<file path="src/rtl/fifo_drain_stream.sv">
// Read-side drain stage: issues credit-limited FIFO reads, absorbs the one-cycle read
// latency in a 2-entry skid buffer and emits a framed valid/ready stream.
// Optional FIFO_DRAIN_STATS_EN adds word_cnt / stall statistics outputs.
module fifo_drain_stream #(
  parameter int FIFO_WIDTH = 32,
  parameter int PKT_LEN    = 4
) (
  input  logic                  clk,
  input  logic                  rst_n,
  input  logic                  enable,
  input  logic                  fifo_empty,
  input  logic [FIFO_WIDTH-1:0] fifo_data,
  output logic                  fifo_rd_en,
  output logic                  m_valid,
  input  logic                  m_ready,
  output logic [FIFO_WIDTH-1:0] m_data,
  output logic                  m_last
`ifdef FIFO_DRAIN_STATS_EN
  ,
  output logic [31:0]           word_cnt,
  output logic                  stall
`endif
);

  localparam logic [15:0] LAST_BEAT = 16'(PKT_LEN - 1);

  logic [1:0]            occ;
  logic                  vld_p1;
  logic                  head;
  logic                  tail;
  logic [FIFO_WIDTH-1:0] mem [2];
  logic [15:0]           beat;

  logic                  pop;
  logic                  issue;
  logic [1:0]            occ_nxt;
  logic [15:0]           beat_nxt;

  // Issue stage: a read is allowed only while buffer + in-flight stays within 2 slots
  always_comb begin
    pop      = m_valid & m_ready;
    issue    = rst_n & enable & ~fifo_empty &
               (({1'b0, occ} + {2'b0, vld_p1}) < (3'd2 + {2'b0, pop}));
    occ_nxt  = occ + {1'b0, vld_p1} - {1'b0, pop};
    beat_nxt = beat;
    if (pop) begin
      beat_nxt = (beat == LAST_BEAT) ? 16'd0 : beat + 16'd1;
    end
  end

  assign fifo_rd_en = issue;

  // Capture stage: FIFO word lands one edge after the read was accepted
  always_ff @(posedge clk or negedge rst_n) begin
    if (!rst_n) begin
      vld_p1  <= 1'b0;
      occ     <= 2'd0;
      head    <= 1'b0;
      tail    <= 1'b0;
      beat    <= 16'd0;
      m_valid <= 1'b0;
      m_last  <= 1'b0;
      m_data  <= '0;
    end else begin
      vld_p1  <= issue;
      occ     <= occ_nxt;
      tail    <= tail ^ vld_p1;
      head    <= head ^ pop;
      beat    <= beat_nxt;
      m_valid <= (occ_nxt != 2'd0);
      m_last  <= (occ_nxt != 2'd0) && (beat_nxt == LAST_BEAT);
      // The output register mirrors whichever entry becomes head after this edge
      if (vld_p1 && ((occ == 2'd0) || ((occ == 2'd1) && pop))) begin
        m_data <= fifo_data;
      end else if (pop && (occ == 2'd2)) begin
        m_data <= mem[~head];
      end
    end
  end

  always_ff @(posedge clk) begin
    if (vld_p1) begin
      mem[tail] <= fifo_data;
    end
  end

`ifdef FIFO_DRAIN_STATS_EN
  always_ff @(posedge clk or negedge rst_n) begin
    if (!rst_n) begin
      word_cnt <= 32'd0;
      stall    <= 1'b0;
    end else begin
      stall <= m_valid & ~m_ready;
      if (pop && (word_cnt != 32'hFFFF_FFFF)) begin
        word_cnt <= word_cnt + 32'd1;
      end
    end
  end
`endif

endmodule
</file>
<file path="config.mk">
export PLATFORM = sky130hd
export DESIGN_NAME = fifo_drain_stream
export DESIGN_NICKNAME = d
export VERILOG_FILES = /design/src/rtl/fifo_drain_stream.sv
export SDC_FILE = /design/constraint.sdc
export NUM_CORES = 1
export LEC_CHECK = 0
export ABC_CLOCK_PERIOD_IN_PS = 3320
export BUFFER_PORTS_ARGS = -buffer_cell sky130_fd_sc_hd__buf_4
export CAP_MARGIN = 10
export CORE_MARGIN = 2
export CORE_UTILIZATION = 40
export CTS_BUF_LIST = sky130_fd_sc_hd__clkbuf_8
export CTS_CLUSTER_DIAMETER = 50
export DETAILED_ROUTE_END_ITERATION = 12
export GPL_ROUTABILITY_DRIVEN = 0
export GPL_TIMING_DRIVEN = 0
export HOLD_SLACK_MARGIN = 0.12
export PLACE_DENSITY = 0.55
export SETUP_SLACK_MARGIN = 0.02
export SLEW_MARGIN = 20
export SYNTH_ARGS = -nofsm -noshare
export SYNTH_HDL_FRONTEND = slang
export SYNTH_SLANG_ARGS = --single-unit
</file>
<file path="constraint.sdc">
create_clock -name clk -period 3.32 [get_ports clk]
set_input_delay 0.664 -clock clk [delete_from_list [all_inputs] [get_ports clk]]
set_output_delay 0.664 -clock clk [all_outputs]
set_load 0.01 [all_outputs]
</file>
* Word-level counts from Yosys, hierarchy flattened
Memories as Yosys holds them, arrays and structs flattened.
Cells that the tools add are included.
** Cells by class
- Add/sub/neg operators :: 5
- Magnitude comparators :: 1
- Equal/unequal tests :: 4
- Reductions and logical operators :: 8
- Bitwise logic cells :: 8
- Muxes and demuxes :: 6
** Operators by type and width (number)
- 2-to-1 mux 32 bit :: 2
- equality test 16 x 2 -> 1 bit, second input constant :: 2
- 2-to-1 mux 16 bit :: 2
- adder 16 x 1 -> 16 bit, second input constant :: 1
- AND 1 bit :: 4
- logical AND 1 bit :: 4
- nonzero test 2 bit :: 2
- adder 2 x 1 -> 3 bit :: 1
- adder 2 x 1 -> 3 bit, first input constant :: 1
- < comparator 3 bit :: 1
- adder 2 x 1 -> 2 bit :: 1
- equality test 2 x 1 -> 1 bit, second input constant :: 1
- equality test 2 bit, second input constant :: 1
- logical NOT 2 bit :: 1
- 2-to-1 mux 1 bit :: 2
- NOT 1 bit :: 2
- subtractor 2 x 1 -> 2 bit :: 1
- XOR 1 bit :: 2
- logical OR 1 bit :: 1
** Storage, ports and cells
- Bits in writable memories :: 64
- Memories :: 1
- Flip-flop bits (word level) :: 55
- Bits of input ports :: 37
** Memories
- mem :: words 2, bits a word 32, rd ports 1, clocked after Yosys merged registers in 0, write ports 1, RTL line 31 : logic [FIFO_WIDTH-1:0] mem [2];

* Depth between registers and ports, before layout
Gate-level depths: netlist of the first run.
- Depth in word-level cells :: 5
- Gate-level depth with buffers :: 11

* Least setup slack after synthesis of the first run
OpenSTA, ideal clock, no wires.
- Kind :: input port to flip-flop
- From :: in m_ready
- To :: reg m_last
- Cell stages on the path :: 11
- Arrival time :: 2626 ps
- Slack :: 607 ps
- Buffers on the path :: 0
- Path through :: nand2_1 > inv_1 > ha_1 > inv_1 > ha_1 > xor3_1 > or2_2 > nor4b_1 > o21ai_0 > or4b_1 > a211oi_2
** Between the ends
- Word-level cells in the longest chain between the ends :: 4
- Elaborated cells between the ends (all ways) :: 6
- Those cells by class :: add/sub: 1; eq/ne: 1; mux: 1; bitwise: 1; reduce/logical: 2
** RTL lines
- from (decl) :: RTL line 15 : input logic m_ready,
- AND 1 bit :: RTL line 41 : pop = m_valid & m_ready;
- subtractor 2 x 1 -> 2 bit :: RTL line 44 : occ_nxt = occ + {1'b0, vld_p1} - {1'b0, pop};
- via occ_nxt[1] :: RTL line 36 : logic [1:0] occ_nxt;
- nonzero test 2 bit :: RTL line 71 : m_last <= (occ_nxt != 2'd0) && (beat_nxt == LAST_BEAT);
- logical AND 1 bit :: RTL line 71
- to (signal assigned) :: RTL line 71
- to (decl) :: RTL line 17 : output logic m_last
The timed path passes the listed nets, and every way through them passes these cells.
A chain may end at the register's enable or synchronous reset.

* Final worst setup path of the first run
- From :: reg m_valid
- To :: reg m_last
** Between the ends
- Word-level cells in the longest chain between the ends :: 4
- Elaborated cells between the ends (all ways) :: 6
- Those cells by class :: add/sub: 1; eq/ne: 1; mux: 1; bitwise: 1; reduce/logical: 2
** RTL lines
- from (decl) :: RTL line 14 : output logic m_valid,
- from (signal assigned) :: RTL line 70 : m_valid <= (occ_nxt != 2'd0);
- AND 1 bit :: RTL line 41
- subtractor 2 x 1 -> 2 bit :: RTL line 44
- via occ_nxt[1] :: RTL line 36
- nonzero test 2 bit :: RTL line 71
- logical AND 1 bit :: RTL line 71
The timed path passes the listed nets, and every way through them passes these cells.

==> flow_metrics.tcl, run 1 <==
set metrics [dict create \
    outcome "completed" \
    power_frac_comb_pct 30.5 \
    fin_tns_setup_ns 0 \
    grt_max_degree 57 \
    cp-start-kind "flop" \
    clockRootBuffer "clkbuf_8" \
    port_buffers 71 \
    placedCellCount 565 \
    worst_slew_pin_slew_ns 0.821 \
    r2r_start "m_valid$_DFF_PN0_" \
    synth_cells 345 \
    setup-violations-final 0 \
    io_pins 72 \
    cp-end-kind "flop" \
    die_w_um 115 \
    synth_area_per_cell_sq_um 14.3 \
    row_count 40 \
    grt.total_usage_pct 16.2 \
    clk_pin_slew_ns 0.07 \
    switching_share_pct 29.7 \
    viasPerCell 5.28 \
    fmax_mhz 344 \
    synth.distinct_cells 41 \
    finalClockSkew_ns 0.00939 \
    r2r_slack_ns 0.41 \
    layout_commonest_cell "buf_4" \
    drive_gt1_share_pct 26.4 \
    leakage_nw 2.57 \
    synth_edf_count 64 \
    clock-sinks 119 \
    fp.coreArea_sq_um 12000 \
    wire_per_inst_um 16.8 \
    setup_ws_ns 0.413 \
    period_minus_slack_ns 2.91 \
    vias 3154 \
    ys_warn_count 0 \
    power.total_mw 4.78 \
    antenna_left 0 \
    post-place-ws_ns 0.116 \
    cts_max_level 4 \
    synth-async-reset-ratio_pct 46.2 \
    yosys.area.top_type_share_pct 39.0 \
    r2r_end "m_last$_DFF_PN0_" \
    yosys-top-cells-area "edfxtp_1, dfrtp_1, a221o_1" \
    final_cells 597 \
    crit_required_ns 3.65 \
    hold_violations 0 \
    synthMuxAreaShare_pct 6.73 \
    antenna_found_initial 0 \
    ir_drop_uv 374 \
    drv_cap 0 \
    clk_latency_ns 0.42 \
    synth-compound-area-share_pct 8.46 \
    fin_crit_sh_pct 87.6 \
    rsz0062_at_grt "no" \
    synth_fa_ha_area_share_pct 1.78 \
    syn2layout_area_growth_pct 23.2 \
    ff2ff_path_depth 11 \
    intPower_mw 3.36 \
    grt_pass1_wl_um 16000 \
    cts_buffer_depth 2 \
    crit_arrival_ns 3.24 \
    dp_hpwl_um 6400 \
    worst_hold_path_type "in2async" \
    cts-buffers-inserted 17 \
    synthSimpleGateAreaFrac_pct 9.86 \
    synth_ff_type "edfxtp_1" \
    initial_core_util_pct 41.0 \
    synth_area_sq_um 4920 \
    yosysSeqAreaShare_pct 67.0 \
    cts_resized 0 \
    drtIter0Drc 252 \
    p_seq_share_pct 43.1 \
    drtPass1Iterations 4 \
    netSwitchingPower_mw 1.42 \
    synthXorXnorAreaFrac_pct 3.15 \
    cts_tree "built" \
    grt_pass1_vias 3080 \
    final_net_count 481 \
    final_cell_mix "buf_4, edfxtp_1, dfrtp_1, nor2_1" \
    clockPowerShare_pct 26.4 \
    grt_overflow 0 \
    wl_um 10000 \
    die_y_um 115 \
    critical_path.max_fanout 8 \
    drc 0 \
    ys_ff_latch 119 \
    synth_top_cell_by_area "edfxtp_1" \
    synth_top_family_by_area "simple AND/OR/NAND/NOR gates" \
    slew_viol_final 0 \
    syn_nets 389 \
    relSlewSlack_pct 45.3 \
    p_per_area_nw_per_um2 788 \
    num_antenna_cells 0 \
    dieArea_sq_um 13200 \
    critPathKind "reg2reg" \
    post-route-util_pct 50.5 \
    cts_setup_buffers 0 \
    cts_hold_buf 0 \
]
==> Yosys cell counts (2+ instances only) <==
master / instances
edfxtp_1: 64
dfrtp_1: 55
nor2_1: 39
a221o_1: 32
mux2i_1: 32
clkbuf_1: 15
nand2_1: 15
nand3_1: 9
xnor2_1: 8
ha_1: 7
xor2_1: 7
inv_1: 6
nand4_1: 5
o21ai_0: 5
nor3_1: 4
nor4_1: 4
a21oi_1: 3
buf_4: 3
nor4b_1: 3
or2_2: 3
a211oi_2: 2
and3_1: 2
clkbuf_8: 2
or3_1: 2
or4b_1: 2
==> registers in the layout, indices dropped and copies added, names as in the netlist <==
signal,count
tail,1
m_last,1
m_data,32
head,1
vld_p1,1
m_valid,1
mem,64
occ,2
beat,16
==> area by class of cell <==
cell class                 count  area (sq um)
buffer                        23           126
clock buffer                  17           234
clock inverter                15           146
fill                        1058          5950
inverter                       6          22.5
multi-input combinational    197          1480
sequential                   119          3300
tap                          147           184
timing repair buffer          73           573
==> cell families (layout without fill, tap and decap cells) <==
family	after synthesis	in the layout
AOI/OAI and AO/OA	46	46
xor gates and xnor gates	16	16
adders and majority gates	7	7
buffers and inverters	29	134
DFF	119	119
muxes	33	33
and+or+nand+nor	95	95
==> power by group through the flow <==
| stage | combinational [mW] | clock, mW | sequential (mW) |
|---|---|---|---|
| floorplan | 0.814 | 0 | 2.15 |
| global placement | 1.46 | 0 | 2.09 |
| detailed placement | 1.48 | 0 | 2.09 |
| CTS | 1.49 | 1.31 | 2.06 |
| global route | 1.60 | 1.38 | 2.09 |
| finish | 1.46 | 1.26 | 2.06 |
==> metrics by stage <==
stage	hold slack [ns]	instance area, sq um
6_report	0.315	6070
5_1_grt	0.364	6070
4_1_cts	0.336	6070
3_5_place_dp	0.496	5690
3_3_place_gp	0.496	5640
2_1_floorplan	0.368	4920
==> worst max-delay path, stage by stage (launching register included) <==
cell and delay, ns:
dfrtp_1 0.45, nand2_1 0.27, inv_1 0.14, ha_1 0.29
inv_1 0.04, ha_1 0.17, xor3_1 0.21, or2_2 0.12
nor4b_1 0.22, o21ai_0 0.16, or4b_1 0.58, a211oi_2 0.16
==> metal layers <==
metal	global-route usage (%)	up-vias	share of wire, %
met5	0	-	0
met4	6.10	0	0.85
met3	5.27	7	5.2
met2	25.2	94	47
met1	21.2	1571	46
li1	-	1482	-
==> worst max path at each step <==
stage	from	end	slack, ns	depth (start not counted)
after floorplan	m_ready	m_last$_DFF_PN0_	0.61	11
after global placement	m_ready	m_last$_DFF_PN0_	0.09	12
after detailed placement	m_ready	m_last$_DFF_PN0_	0.12	12
after CTS	m_valid$_DFF_PN0_	m_last$_DFF_PN0_	0.40	11
after global routing	m_valid$_DFF_PN0_	m_last$_DFF_PN0_	0.14	11
final	m_valid$_DFF_PN0_	m_last$_DFF_PN0_	0.41	11
(Power assumes the default switching activity.)
==> run 2, diff against run 1 <==
--- a/config.mk
+++ b/config.mk
@@ -16,7 +16,7 @@
 export GPL_ROUTABILITY_DRIVEN = 0
 export GPL_TIMING_DRIVEN = 0
 export HOLD_SLACK_MARGIN = 0.12
-export PLACE_DENSITY = 0.55
+export PLACE_DENSITY = 0.6
 export SETUP_SLACK_MARGIN = 0.02
 export SLEW_MARGIN = 20
 export SYNTH_ARGS = -nofsm -noshare
==> run 2 against run 1 <==
Effect of this change: routed wire length shrank 1.7%; combinational power is essentially flat; via count grew 0.22%; non-clock buffer count is the same; fmax grew 0.31%; sequential share of layout area shrank 0.25 points; total power grew 0.95%; largest power group unchanged.
==> flow_metrics.tcl, run 2 (same netlist as run 1, synthesis figures left out) <==
set metrics [dict create \
    finalClockSkew_ns 0.00624 \
    clock-sinks 119 \
    fmax_mhz 345 \
    worst_slew_pin_slew_ns 0.830 \
    setup_ws_ns 0.422 \
    dpl-instance-area_sq_um 5690 \
    layout_commonest_cell "buf_4" \
    nFillCells 1041 \
    grt_overflow 0 \
    drtIter0Drc 233 \
    clockRootBuffer "clkbuf_8" \
    fin_crit_sh_pct 87.3 \
    outcome "completed" \
    worst_hold_path_type "in2async" \
    fin_tns_setup_ns 0 \
    wire_per_inst_um 16.5 \
    drc 0 \
    grt_pass1_wl_um 16300 \
    netSwitchingPower_mw 1.42 \
    crit_arrival_ns 3.23 \
    p_per_area_nw_per_um2 792 \
    post-place-ws_ns 0.0719 \
    power.total_mw 4.83 \
    r2r_start "m_valid$_DFF_PN0_" \
    largest_reg_flops 64 \
    period_minus_slack_ns 2.90 \
    fin_area_sq_um 6090 \
    rsz0062_at_grt "no" \
    cts_resized 0 \
    post-route-util_pct 50.7 \
    critPathKind "reg2reg" \
    crit_required_ns 3.65 \
    cts_setup_buffers 0 \
    num_antenna_cells 0 \
    dp_hpwl_um 6380 \
    cts_buffer_depth 2 \
    clockPowerShare_pct 27.2 \
    final_net_count 481 \
    final_cell_mix "buf_4, edfxtp_1, dfrtp_1, nor2_1" \
    leakage_nw 2.58 \
    cpMaxStageDelayCell "or4b_1" \
    cts_tree "built" \
    dieArea_sq_um 13200 \
    fp.coreArea_sq_um 12000 \
    hold_violations 0 \
    slew_viol_final 0 \
    startpoint "m_valid$_DFF_PN0_" \
    grt_max_degree 57 \
    relSlewSlack_pct 44.7 \
    intPower_mw 3.41 \
    grt.total_usage_pct 16.2 \
    slowest_delay_ns 0.58 \
    multi_input_area_sq_um 1480 \
    cp-end-kind "flop" \
    wl_um 9870 \
    io_pins 72 \
    die_y_um 115 \
    power_frac_comb_pct 30.2 \
    drv_cap 0 \
    seq_area_sq_um 3300 \
    die_w_um 115 \
    viasPerCell 5.29 \
    initial_core_util_pct 41.0 \
    switching_share_pct 29.3 \
    port_buffers 71 \
    syn2layout_area_growth_pct 23.8 \
    setup-violations-final 0 \
    critical_path.max_fanout 8 \
    drtPass1Iterations 4 \
    row_count 40 \
    clk_latency_ns 0.41 \
    clk_pin_slew_ns 0.07 \
    ir_drop_uv 363 \
    reg_top3 "mem (64), m_data (32), beat (16)" \
    cp-start-kind "flop" \
    crit_chain "nand2_1, inv_1, ha_1, inv_1, ha_1, xor3_1, or2_2, nor4b_1, o21ai_0, or4b_1, a211oi_2" \
    cts_hold_buf 0 \
    cts-buffers-inserted 17 \
    antenna_left 0 \
    vias 3161 \
    antenna_found_initial 0 \
    grt_pass1_vias 3159 \
    top_register "mem" \
    cts_max_level 4 \
    drive_gt1_share_pct 26.7 \
    p_seq_share_pct 42.6 \
]
run 2: power groups by stage:
stage / Sequential (mW) / Combinational [mW] / Clock [mW]
3_5_place_dp: 2.08 / 1.48 / 0
4_1_cts: 2.06 / 1.49 / 1.35
6_report: 2.06 / 1.46 / 1.31
5_1_grt: 2.10 / 1.61 / 1.42
3_3_place_gp: 2.08 / 1.45 / 0
2_1_floorplan: 2.15 / 0.814 / 0
run 2: worst max-delay path: cells and delay by family (launching register included):
| family | cells | cell delay [ns] |
|---|---|---|
| simple gates | 4 | 1.19 |
| fa+ha+maj | 2 | 0.47 |
| flops | 1 | 0.46 |
| compound gates | 2 | 0.31 |
| xor+xnor | 1 | 0.20 |
| buf+inv | 2 | 0.19 |
run 2: metrics by stage:
stage,instances,hold WS (ns)
finish,597,0.332
global route,597,0.360
CTS,597,0.334
detailed placement,565,0.499
global placement,563,0.496
floorplan,345,0.368
run 2: layout make-up:
class,instances,share of cell area [%]
Buffer,23,2.07
Clock buffer,19,4.29
Clock inverter,13,2.28
Inverter,6,0.370
Multi-Input combinational cell,197,24.3
Sequential cell,119,54.1
Tap cell,147,3.02
Timing Repair Buffer,73,9.53
run 2: final timing paths:
| check | depth (start not counted) | slack, ns | to |
|---|---|---|---|
| worst max-delay path | 11 | 0.42 | m_last$_DFF_PN0_ |
| worst min-delay path | 1 | 0.33 | beat[13]$_DFF_PN0_ |
| worst max register to register | 11 | 0.42 | m_last$_DFF_PN0_ |
| worst min register to register | 1 | 0.51 | m_data[7]$_DFFE_PN0P_ |
| max in group asynchronous | 1 | 2.50 | m_data[10]$_DFFE_PN0P_ |
| min in group clk | 2 | 0.42 | vld_p1$_DFF_PN0_ |
run 2: metal layers:
layer	routed length [um]	vias up	global-route usage, %
li1	-	1483	-
met1	4610	1596	22.2
met2	4800	80	24.9
met3	423	2	4.43
met4	40	0	5.54
met5	0	-	0
